**src/rtl/trainled_pkg.sv**
```systemverilog
// Shared TrainLED line constants and transmitter state encoding.
// The receiver timeout is exported here so that the transmitter and any line model use the same value.
package trainled_pkg;

    localparam int BIT_TICKS        = 12;
    localparam int WORD_BITS        = 12;
    localparam int PHASE_HI_END     = 4;
    localparam int PHASE_DATA_END   = 8;
    localparam int RX_RESET_TIMEOUT = 96;

    typedef enum logic [1:0] {
        ST_IDLE = 2'd0,
        ST_SEND = 2'd1,
        ST_WAIT = 2'd2,
        ST_GAP  = 2'd3
    } tx_state_e;

    // Cell waveform: a high lead-in, then the data bit, then a low tail.
    function automatic logic cell_level(input logic [3:0] tick, input logic data_bit);
        if (tick < 4'(PHASE_HI_END)) return 1'b1;
        if (tick < 4'(PHASE_DATA_END)) return data_bit;
        return 1'b0;
    endfunction

endpackage

```
**src/rtl/trainled_frame_tx_if.sv**
```systemverilog
// Pixel-word valid/ready handshake into the TrainLED frame transmitter.
interface trainled_frame_tx_if;
    logic [11:0] in_data;
    logic        in_last;
    logic        in_valid;
    logic        in_ready;

    modport master (output in_data, output in_last, output in_valid, input  in_ready);
    modport slave  (input  in_data, input  in_last, input  in_valid, output in_ready);
endinterface

```
**src/rtl/trainled_bit_enc.sv**
```systemverilog
// Bit-cell encoder: tick counter plus phase mux producing the next line level for one cell.
module trainled_bit_enc
    import trainled_pkg::*;
(
    input  logic clk,
    input  logic rst,
    input  logic en_i,
    input  logic bit_i,
    output logic dout_next_o,
    output logic cell_end_o
);

    logic [3:0] tick_q, tick_d;

    assign cell_end_o  = en_i && (tick_q == 4'(BIT_TICKS - 1));
    assign dout_next_o = en_i && cell_level(tick_q, bit_i);

    // The counter parks at zero while disabled so every enable starts on a fresh cell.
    always_comb begin
        tick_d = tick_q;
        if (!en_i || cell_end_o) begin
            tick_d = '0;
        end else begin
            tick_d = tick_q + 4'd1;
        end
    end

    always_ff @(posedge clk) begin
        if (rst) begin
            tick_q <= '0;
        end else begin
            tick_q <= tick_d;
        end
    end

endmodule

```
**src/rtl/trainled_frame_tx.sv**
```systemverilog
// TrainLED frame transmitter: holding register feeding a serial cell encoder, then a line-low reset gap.
// Optional mid-frame underrun abort is enabled by defining TRAINLED_TX_UNDERRUN_EN.
//   state | meaning
//   IDLE  | no frame open, line low
//   SEND  | emitting bit cells of the current word
//   WAIT  | mid-frame, holding register empty, line low
//   GAP   | line held low RESET_CYCLES clocks to latch the chain
module trainled_frame_tx
    import trainled_pkg::*;
#(
    parameter int RESET_CYCLES   = 128,
    parameter int UNDERRUN_LIMIT = 80
) (
    input  logic              clk,
    input  logic              rst,
    trainled_frame_tx_if.slave s_if,
    output logic              dout,
    output logic              busy,
    output logic              frame_done,
    output logic              underrun_err
);

    if (RESET_CYCLES < 100 || RESET_CYCLES > 255 || UNDERRUN_LIMIT < 1 || UNDERRUN_LIMIT > 90) begin : g_bad_param
        $error("trainled_frame_tx: parameter out of range");
    end

    tx_state_e   state_q, state_d;
    logic [7:0]  gap_q, gap_d;
    logic [11:0] shift_q;
    logic [3:0]  bit_cnt_q;
    logic        cur_last_q;
    logic        hold_valid_q;
    logic [11:0] hold_data_q;
    logic        hold_last_q;
    logic        closed_q;
    logic        dout_q;
    logic        enc_dout;
    logic        cell_end;
    logic        word_end;
    logic        load;
    logic        accept;
    logic        abort;
    logic        frame_done_c;

`ifdef TRAINLED_TX_UNDERRUN_EN
    logic [6:0]  stall_q, stall_d;
    logic        underrun_q;
`endif

    // closed_q blocks further words once the frame's last word is in, or after an abort.
    assign s_if.in_ready = !hold_valid_q && !closed_q;
    assign accept        = s_if.in_valid && s_if.in_ready;
    assign word_end      = cell_end && (bit_cnt_q == 4'(WORD_BITS - 1));
    assign load          = hold_valid_q && ((state_q == ST_IDLE) || (state_q == ST_WAIT) ||
                                            (state_q == ST_SEND && word_end && !cur_last_q));

    assign dout       = dout_q;
    assign busy       = (state_q != ST_IDLE);
    assign frame_done = frame_done_c;

    trainled_bit_enc u_enc (
        .clk         (clk),
        .rst         (rst),
        .en_i        (state_q == ST_SEND),
        .bit_i       (shift_q[11]),
        .dout_next_o (enc_dout),
        .cell_end_o  (cell_end)
    );

    always_comb begin
        state_d      = state_q;
        gap_d        = gap_q;
        abort        = 1'b0;
        frame_done_c = 1'b0;
`ifdef TRAINLED_TX_UNDERRUN_EN
        stall_d      = stall_q;
`endif
        unique case (state_q)
            ST_IDLE: begin
                if (load) state_d = ST_SEND;
            end
            ST_SEND: begin
                if (word_end) begin
                    if (cur_last_q) begin
                        state_d = ST_GAP;
                        gap_d   = '0;
                    end else if (!hold_valid_q) begin
                        state_d = ST_WAIT;
`ifdef TRAINLED_TX_UNDERRUN_EN
                        stall_d = '0;
`endif
                    end
                end
            end
            ST_WAIT: begin
                if (load) begin
                    state_d = ST_SEND;
`ifdef TRAINLED_TX_UNDERRUN_EN
                end else if (stall_q == 7'(UNDERRUN_LIMIT - 1)) begin
                    state_d = ST_GAP;
                    gap_d   = '0;
                    abort   = 1'b1;
                end else begin
                    stall_d = stall_q + 7'd1;
`endif
                end
            end
            ST_GAP: begin
                if (gap_q == 8'(RESET_CYCLES - 1)) begin
                    state_d      = ST_IDLE;
                    frame_done_c = 1'b1;
                end else if (gap_q != 8'(RESET_CYCLES)) begin
                    gap_d = gap_q + 8'd1;
                end
            end
            default: state_d = ST_IDLE;
        endcase
    end

    always_ff @(posedge clk) begin
        if (rst) begin
            state_q      <= ST_IDLE;
            gap_q        <= '0;
            shift_q      <= '0;
            bit_cnt_q    <= '0;
            cur_last_q   <= 1'b0;
            hold_valid_q <= 1'b0;
            hold_data_q  <= '0;
            hold_last_q  <= 1'b0;
            closed_q     <= 1'b0;
            dout_q       <= 1'b0;
        end else begin
            state_q <= state_d;
            gap_q   <= gap_d;
            dout_q  <= enc_dout;

            if (load) begin
                shift_q    <= hold_data_q;
                cur_last_q <= hold_last_q;
                bit_cnt_q  <= '0;
            end else if (cell_end) begin
                shift_q   <= {shift_q[10:0], 1'b0};
                bit_cnt_q <= word_end ? 4'd0 : bit_cnt_q + 4'd1;
            end

            // A word accepted while another is loaded out simply replaces it in the holding slot.
            if (accept) begin
                hold_valid_q <= 1'b1;
                hold_data_q  <= s_if.in_data;
                hold_last_q  <= s_if.in_last;
            end else if (load) begin
                hold_valid_q <= 1'b0;
            end

            if (frame_done_c) begin
                closed_q <= 1'b0;
            end else if ((accept && s_if.in_last) || abort) begin
                closed_q <= 1'b1;
            end
        end
    end

`ifdef TRAINLED_TX_UNDERRUN_EN
    always_ff @(posedge clk) begin
        if (rst) begin
            stall_q    <= '0;
            underrun_q <= 1'b0;
        end else begin
            stall_q <= stall_d;
            if (abort) begin
                underrun_q <= 1'b1;
            end else if (accept && state_q == ST_IDLE) begin
                underrun_q <= 1'b0;
            end
        end
    end
    assign underrun_err = underrun_q;
`else
    assign underrun_err = 1'b0;
`endif

endmodule

```
**src/flat_wrapper.sv**
```systemverilog
// flat-port wrapper written by rule: the top's interface ports become plain ports
module trainled_frame_tx_flat import trainled_pkg::*;
#(
    parameter int RESET_CYCLES   = 128,
    parameter int UNDERRUN_LIMIT = 80
)
  (clk, rst, dout, busy, frame_done, underrun_err, s_if_in_data, s_if_in_last, s_if_in_valid, s_if_in_ready);
  trainled_frame_tx_if s_if_i ();
  input  logic clk;
  input  logic rst;
  output logic dout;
  output logic busy;
  output logic frame_done;
  output logic underrun_err;
  input wire logic [$bits(s_if_i.in_data)-1:0] s_if_in_data;
  input wire logic [$bits(s_if_i.in_last)-1:0] s_if_in_last;
  input wire logic [$bits(s_if_i.in_valid)-1:0] s_if_in_valid;
  output wire logic [$bits(s_if_i.in_ready)-1:0] s_if_in_ready;
  assign s_if_i.in_data = s_if_in_data;
  assign s_if_i.in_last = s_if_in_last;
  assign s_if_i.in_valid = s_if_in_valid;
  assign s_if_in_ready = s_if_i.in_ready;
  trainled_frame_tx #(.RESET_CYCLES(RESET_CYCLES), .UNDERRUN_LIMIT(UNDERRUN_LIMIT)) u_core (.clk(clk), .rst(rst), .s_if(s_if_i), .dout(dout), .busy(busy), .frame_done(frame_done), .underrun_err(underrun_err));
endmodule
```
**config.mk**
```make
export PLATFORM = sky130hd
export DESIGN_NAME = trainled_frame_tx_flat
export DESIGN_NICKNAME = d
export VERILOG_FILES = /design/src/rtl/trainled_pkg.sv /design/src/rtl/trainled_frame_tx_if.sv /design/src/rtl/trainled_bit_enc.sv /design/src/rtl/trainled_frame_tx.sv /design/src/flat_wrapper.sv
export SDC_FILE = /design/constraint.sdc
export NUM_CORES = 1
export LEC_CHECK = 0
export BUFFER_PORTS_ARGS = -buffer_cell sky130_fd_sc_hd__buf_2
export CAP_MARGIN = 30
export CORE_MARGIN = 10
export CORE_UTILIZATION = 30
export DETAILED_ROUTE_END_ITERATION = 10
export SYNTH_ARGS = -nofsm -noshare
export SYNTH_HDL_FRONTEND = slang
export SYNTH_SLANG_ARGS = --single-unit
```
**constraint.sdc**
```tcl
create_clock -name clk -period 2.3 [get_ports clk]
set_input_delay 0 -clock clk [delete_from_list [all_inputs] [get_ports clk]]
set_output_delay 0 -clock clk [all_outputs]
set_load 0.05 [all_outputs]
```
Word level (Yosys, flattened, before mapping)
Index checks and enable logic that the tools add are counted.
{"block": "word_totals", "regBits": 47, "inputBits": 16, "output_inout_bits": 5, "word_cells": 82}
{"block": "op_classes", "add_sub_neg": 3, "order_cmp": 2, "eq_ne": 14, "muxes": 25, "reduce_logical": 27}
{"cell": "8-bit two-way mux", "count": 4}
{"cell": "12-bit two-way mux", "count": 2}
{"cell": "8-bit one-hot mux with 2 select lines", "count": 1}
{"cell": "1-bit two-way mux", "count": 11}
{"cell": "2-bit two-way mux", "count": 5}
{"cell": "2-bit by 1-bit inequality test with 1-bit output (second input constant)", "count": 5}
{"cell": "1-bit logical AND", "count": 9}
{"cell": "4-bit by 1-bit adder with 4-bit output (second input constant)", "count": 2}
{"cell": "8-bit by 1-bit adder with 8-bit output (second input constant)", "count": 1}
{"cell": "4-bit == test (second input constant)", "count": 2}
{"cell": "8-bit by 7-bit == test with 1-bit output (second input constant)", "count": 1}
{"cell": "8-bit inequality test (second input constant)", "count": 1}
{"cell": "2-bit nonzero test", "count": 4}
{"cell": "2-bit OR reduction", "count": 4}
{"cell": "2-bit one-hot mux with 3 select lines", "count": 1}
{"cell": "5-bit AND reduction", "count": 1}
{"cell": "2-bit == test (second input constant)", "count": 2}
{"cell": "1-bit logical NOT", "count": 4}
{"cell": "4-bit by 3-bit less-than comparator with 1-bit output (second input constant)", "count": 1}
{"cell": "4-bit less-than comparator (second input constant)", "count": 1}
{"cell": "4-bit two-way mux", "count": 1}
{"cell": "4-bit AND reduction", "count": 1}
{"cell": "1-bit logical OR", "count": 3}
{"cell": "3-bit by 2-bit inequality test with 1-bit output (second input constant)", "count": 1}
{"cell": "3 further kinds", "count": 3}

Depth between registers and ports, before layout
{"block": "depth", "word_depth": 9, "mapped_depth": 8, "mapped_depth_nobuf": 7}

Hierarchy
A second synthesis with hierarchy kept.
{"block": "hier_totals", "hier_cells": 264, "hier_area_um2": 2183.3}
{"module": "trainled_frame_tx", "instances": 1, "cells_per_inst": 245, "area_each_um2": 2001.9}
{"module": "trainled_bit_enc", "instances": 1, "cells_per_inst": 19, "area_each_um2": 181.4}

Worst setup path after synthesis
No wires, ideal clock.
{"block": "synth_path", "path_kind": "register -> register", "startpoint": "register u_core.hold_valid_q", "endpoint": "register u_core.hold_data_q[10]", "setup_ns": 0.070, "t_arrival_ns": 1.922, "required_ns": 2.230, "path_slack_ns": 0.308, "path_stages_with_launch": 7, "period_less_slack_ns": 1.992, "cell_sequence": "dfxtp_1 nor2_1 and2_1 clkbuf_1 clkbuf_1 nand2_1 a21oi_1"}
{"block": "synth_via", "elab_chain_cells": 3}
{"item": "from (decl)", "line_no": "trainled_frame_tx.sv:32", "text": "logic hold_valid_q;"}
{"item": "from (signal assigned)", "line_no": "trainled_frame_tx.sv:127", "text": "hold_valid_q <= 1'b0;"}
{"item": "from (signal assigned)", "line_no": "trainled_frame_tx.sv:148", "text": "hold_valid_q <= 1'b1;"}
{"item": "from (signal assigned)", "line_no": "trainled_frame_tx.sv:152", "text": "hold_valid_q <= 1'b0;"}
{"item": "1-bit logical NOT"}
{"item": "1-bit logical AND", "line_no": "trainled_frame_tx.sv:51", "text": "assign s_if.in_ready = !hold_valid_q && !closed_q;"}
{"item": "net s_if_in_ready", "line_no": "flat_wrapper.sv:18", "text": "output wire logic [$bits(s_if_i.in_ready)-1:0] s_if_in_ready;"}
{"item": "1-bit logical AND", "line_no": "trainled_frame_tx.sv:52", "text": "assign accept = s_if.in_valid && s_if.in_ready;"}
{"item": "to (signal assigned)", "line_no": "trainled_frame_tx.sv:149", "text": "hold_data_q <= s_if.in_data;"}
{"item": "to (decl)", "line_no": "trainled_frame_tx.sv:33", "text": "logic [11:0] hold_data_q;"}
The timed path passes the listed nets, and every way through them passes these cells.
A chain may end at the register's enable or synchronous reset.

Worst setup path in the final report
{"block": "layout_path", "startpoint": "register u_core.bit_cnt_q[0]", "endpoint": "register u_core.gap_q[7]"}
{"block": "layout_via", "elab_chain_cells": 4}
{"item": "from (decl)", "line_no": "trainled_frame_tx.sv:30", "text": "logic [3:0] bit_cnt_q;"}
{"item": "from (signal assigned)", "line_no": "trainled_frame_tx.sv:143", "text": "bit_cnt_q <= word_end ? 4'd0 : bit_cnt_q + 4'd1;"}
{"item": "4-bit == test", "line_no": "trainled_frame_tx.sv:53", "text": "assign word_end = cell_end && (bit_cnt_q == 4'(WORD_BITS - 1));"}
{"item": "1-bit logical AND", "line_no": "trainled_frame_tx.sv:53"}
{"item": "2-bit by 1-bit inequality test with 1-bit output (no source line)"}
{"item": "5-bit AND reduction (no source line)"}
{"item": "to (signal assigned)", "line_no": "trainled_frame_tx.sv:134", "text": "gap_q <= gap_d;"}
{"item": "to (decl)", "line_no": "trainled_frame_tx.sv:28", "text": "logic [7:0] gap_q, gap_d;"}
No other way between the ends.

==> flow_summary.json <==
{
  "drv_cap": 0,
  "design_area_um2": 2450,
  "syn_avg_cell_area_um2": 8.12,
  "cts_tree": "yes",
  "synth_top_family_by_area": "simple AND/OR/NAND/NOR gates",
  "detail-route-antenna-nets": 0,
  "wl_um": 4530,
  "p_leak_uw": 0.000925,
  "reg2reg_slack_ps": 280,
  "syn_inst": 256,
  "placed_area_um2": 2210,
  "nets": 301,
  "setup_ws_ps": 283,
  "cp.arrival_ps": 2260,
  "finalCritPeriodShare_pct": 87.7,
  "tightest_slew_ps": 738,
  "antenna_found_initial": 0,
  "drive_above_1_share_pct": 12.8,
  "synth_area_leaders": "dfxtp_1 45%, nand2_1 11%, a21oi_1 5.3%, nor2_1 5.2%, a311oi_1 4.6%",
  "cts_resized": 0,
  "status": "completed",
  "max_freq_ghz": 0.496,
  "areaGrowthSynthToFinish_pct": 18.1,
  "timing.hold.ws_ps": 230,
  "n_antenna_cell": 0,
  "cts.htree.levels": 2,
  "post_drt_via_cell_ratio": 4.98,
  "setup_tns_ps": 0,
  "syn_area_um2": 2080,
  "detailedPlace.worstSlack_ps": 319,
  "grt_usage_pct": 9.04,
  "worstHoldPathCells": 2,
  "synth_largest_area_cell": "dfxtp_1",
  "cts_max_path_buffers": 2,
  "grt_pass1_wl_um": 7850,
  "r2r_end": "u_core.gap_q[7]$_SDFFE_PP0P_",
  "min-delay-start": "rst",
  "drtIter0Drc": 101,
  "finalCriticalPeriod_ps": 2020,
  "postCtsSetupBuffers": 0,
  "peakVddDrop_v": 0.000291,
  "path_clk_slew_ps": 100,
  "insertion_delay_ps": 310,
  "synthArstFlopShare_pct": 0,
  "synth-simple-area-share_pct": 28.3,
  "grt_overflow": 0,
  "initial_core_util_pct": 30.8,
  "route.detailed.drc": 0,
  "cts_buffers": 5,
  "synth_warnings": 0,
  "synth_xor_xnor_area_share_pct": 0.843,
  "cts_root_buffer": "clkbuf_8",
  "synth_fa_ha_area_share_pct": 2.41,
  "dieArea_um2": 10700,
  "holdPathEnd": "u_core.gap_q[1]$_SDFFE_PP0P_",
  "r2r_cells": 6,
  "cp_data_required_time_ps": 2540,
  "end_kind": "flop",
  "finalHoldViolCount": 0,
  "crit_chain": "ha_1 -> nand3b_1 -> nor4_4 -> o22ai_2 -> or4_1 -> a21oi_1",
  "clock_sinks": 47,
  "crit_start": "u_core.bit_cnt_q[0]$_SDFFE_PP0P_",
  "rr_startpoint": "u_core.bit_cnt_q[0]$_SDFFE_PP0P_",
  "io_pins": 21,
  "cpPeakStageDelay_ps": 510,
  "relSlewSlack_pct": 50.8,
  "critPathMaxFanout": 14,
  "holdCritPathClass": "in -> reg",
  "critPathSlowestCell": "or4_1",
  "std_cell_rows": 30,
  "io_buffers": 19,
  "timing.critical_path.buf_inv": 0,
  "wl_per_cell_um": 12.5,
  "postCtsHoldBufs": 13,
  "synth_compound_area_share_pct": 16.4,
  "seq_area_frac_synth_pct": 45.3,
  "rsz0062_at_grt": "no",
  "grt_pass1_vias": 1750,
  "gp_congestion": 0.815,
  "setup_viol": 0,
  "grt_max_degree": 41,
  "dr.pass1.iters": 4,
  "path_delay_family": "simple AND/OR/NAND/NOR gates",
  "synthFlopType": "dfxtp_1",
  "coreArea_um2": 6760,
  "clock_skew_ps": 13.6,
  "dp_hpwl_um": 2920,
  "power_density_nw_per_um2": 678,
  "synthMuxAreaShare_pct": 1.44,
  "crit_type": "reg -> reg",
  "yosysTopAreaCellShare_pct": 45.3,
  "slew_viol_final": 0,
  "die_y_um": 103,
  "die_w_um": 103,
  "vias": 1802,
  "syn_nets": 276,
  "synth_seq_cells": 47,
  "synth_cell_types": 44,
  "synth-edff-count": 0,
  "worst_setup_path_start_kind": "flop"
}
[power breakdown]
part / switching (uW) / total [uW] / internal, uW
Combinational: 98.3 / 161 / 62.6
Sequential: 24.3 / 875 / 851
Clock: 300 / 628 / 328
[flip-flops by register name, summed over array words and instances, names as in the netlist]
register / flops
u_core.hold_data_q: 12
u_core.u_enc.tick_q: 4
u_core.gap_q: 8
u_core.bit_cnt_q: 4
u_core.closed_q: 1
u_core.shift_q: 12
u_core.dout: 1
u_core.state_q: 2
u_core.hold_last_q: 1
u_core.cur_last_q: 1
u_core.hold_valid_q: 1
[layer usage]
layer / up-vias / track usage (%) / routed length (um)
met5: - / 0 / 0
met4: 0 / 4.49 / 106
met2: 30 / 15.4 / 2080
met3: 8 / 1.93 / 111
li1: 927 / - / -
met1: 837 / 10.5 / 2230
[Yosys cell counts, types with 2 or more instances]
| master | count |
|---|---|
| nand4_1 | 4 |
| mux2i_1 | 3 |
| dfxtp_1 | 47 |
| o21ai_1 | 2 |
| nand3_1 | 6 |
| ha_1 | 4 |
| nand2_1 | 60 |
| o21ai_0 | 5 |
| buf_4 | 2 |
| nor2_1 | 29 |
| inv_1 | 6 |
| nor3_1 | 5 |
| a21oi_1 | 22 |
| and2_1 | 4 |
| a311oi_1 | 11 |
| a211oi_1 | 2 |
| or4_1 | 2 |
| buf_2 | 4 |
| clkbuf_1 | 9 |
| or3_1 | 5 |
[final cells by class]
cell class                 instances  area, um2
clock buffer                       5       68.8
clock inverter                     3       46.3
fill                             729       4300
inverter                           7       26.3
multi-input combinational        186       1030
sequential                        47        941
tap                               80        100
timing repair buffer              34        240
[worst max-delay path by stage]
stage / end / slack, ps / cells past startpoint
floorplan: u_core.hold_data_q[10]$_SDFFE_PP0P_ / 310 / 6
global placement: u_core.gap_q[7]$_SDFFE_PP0P_ / 390 / 6
detailed placement: u_core.gap_q[7]$_SDFFE_PP0P_ / 320 / 6
CTS: u_core.gap_q[7]$_SDFFE_PP0P_ / 270 / 6
global route: u_core.gap_q[7]$_SDFFE_PP0P_ / 110 / 6
finish: u_core.gap_q[7]$_SDFFE_PP0P_ / 280 / 6
[through the flow]
step | instances | power, uW | utilization [%]
after detailed placement | 341 | 1040 | 32.7
after floorplan | 256 | 1000 | -
final | 362 | 1660 | 36.3
after global placement | 341 | 1040 | 32.7
after global routing | 362 | 1730 | 36.3
after CTS | 362 | 1690 | 36.3
[cells in the final DEF (no fill, tap or decap), types with 6 or more instances in the layout]
cell	instances
dlygate4sd3_1	13
nor2_1	29
a311oi_1	11
a21oi_1	22
buf_2	19
nand3_1	6
dfxtp_1	47
nand2_1	60
inv_1	6
[cell families (layout without fill, tap and decap cells)]
group,Yosys count,count (layout)
DFF,47,47
adders and majority gates,4,4
AOI/OAI and AO/OA,51,51
other,1,1
muxes,3,3
and+or+nand+nor,125,125
buffers and inverters,23,49
xor gates and xnor gates,2,2
No activity file was read; power rests on OpenSTA's default activity.
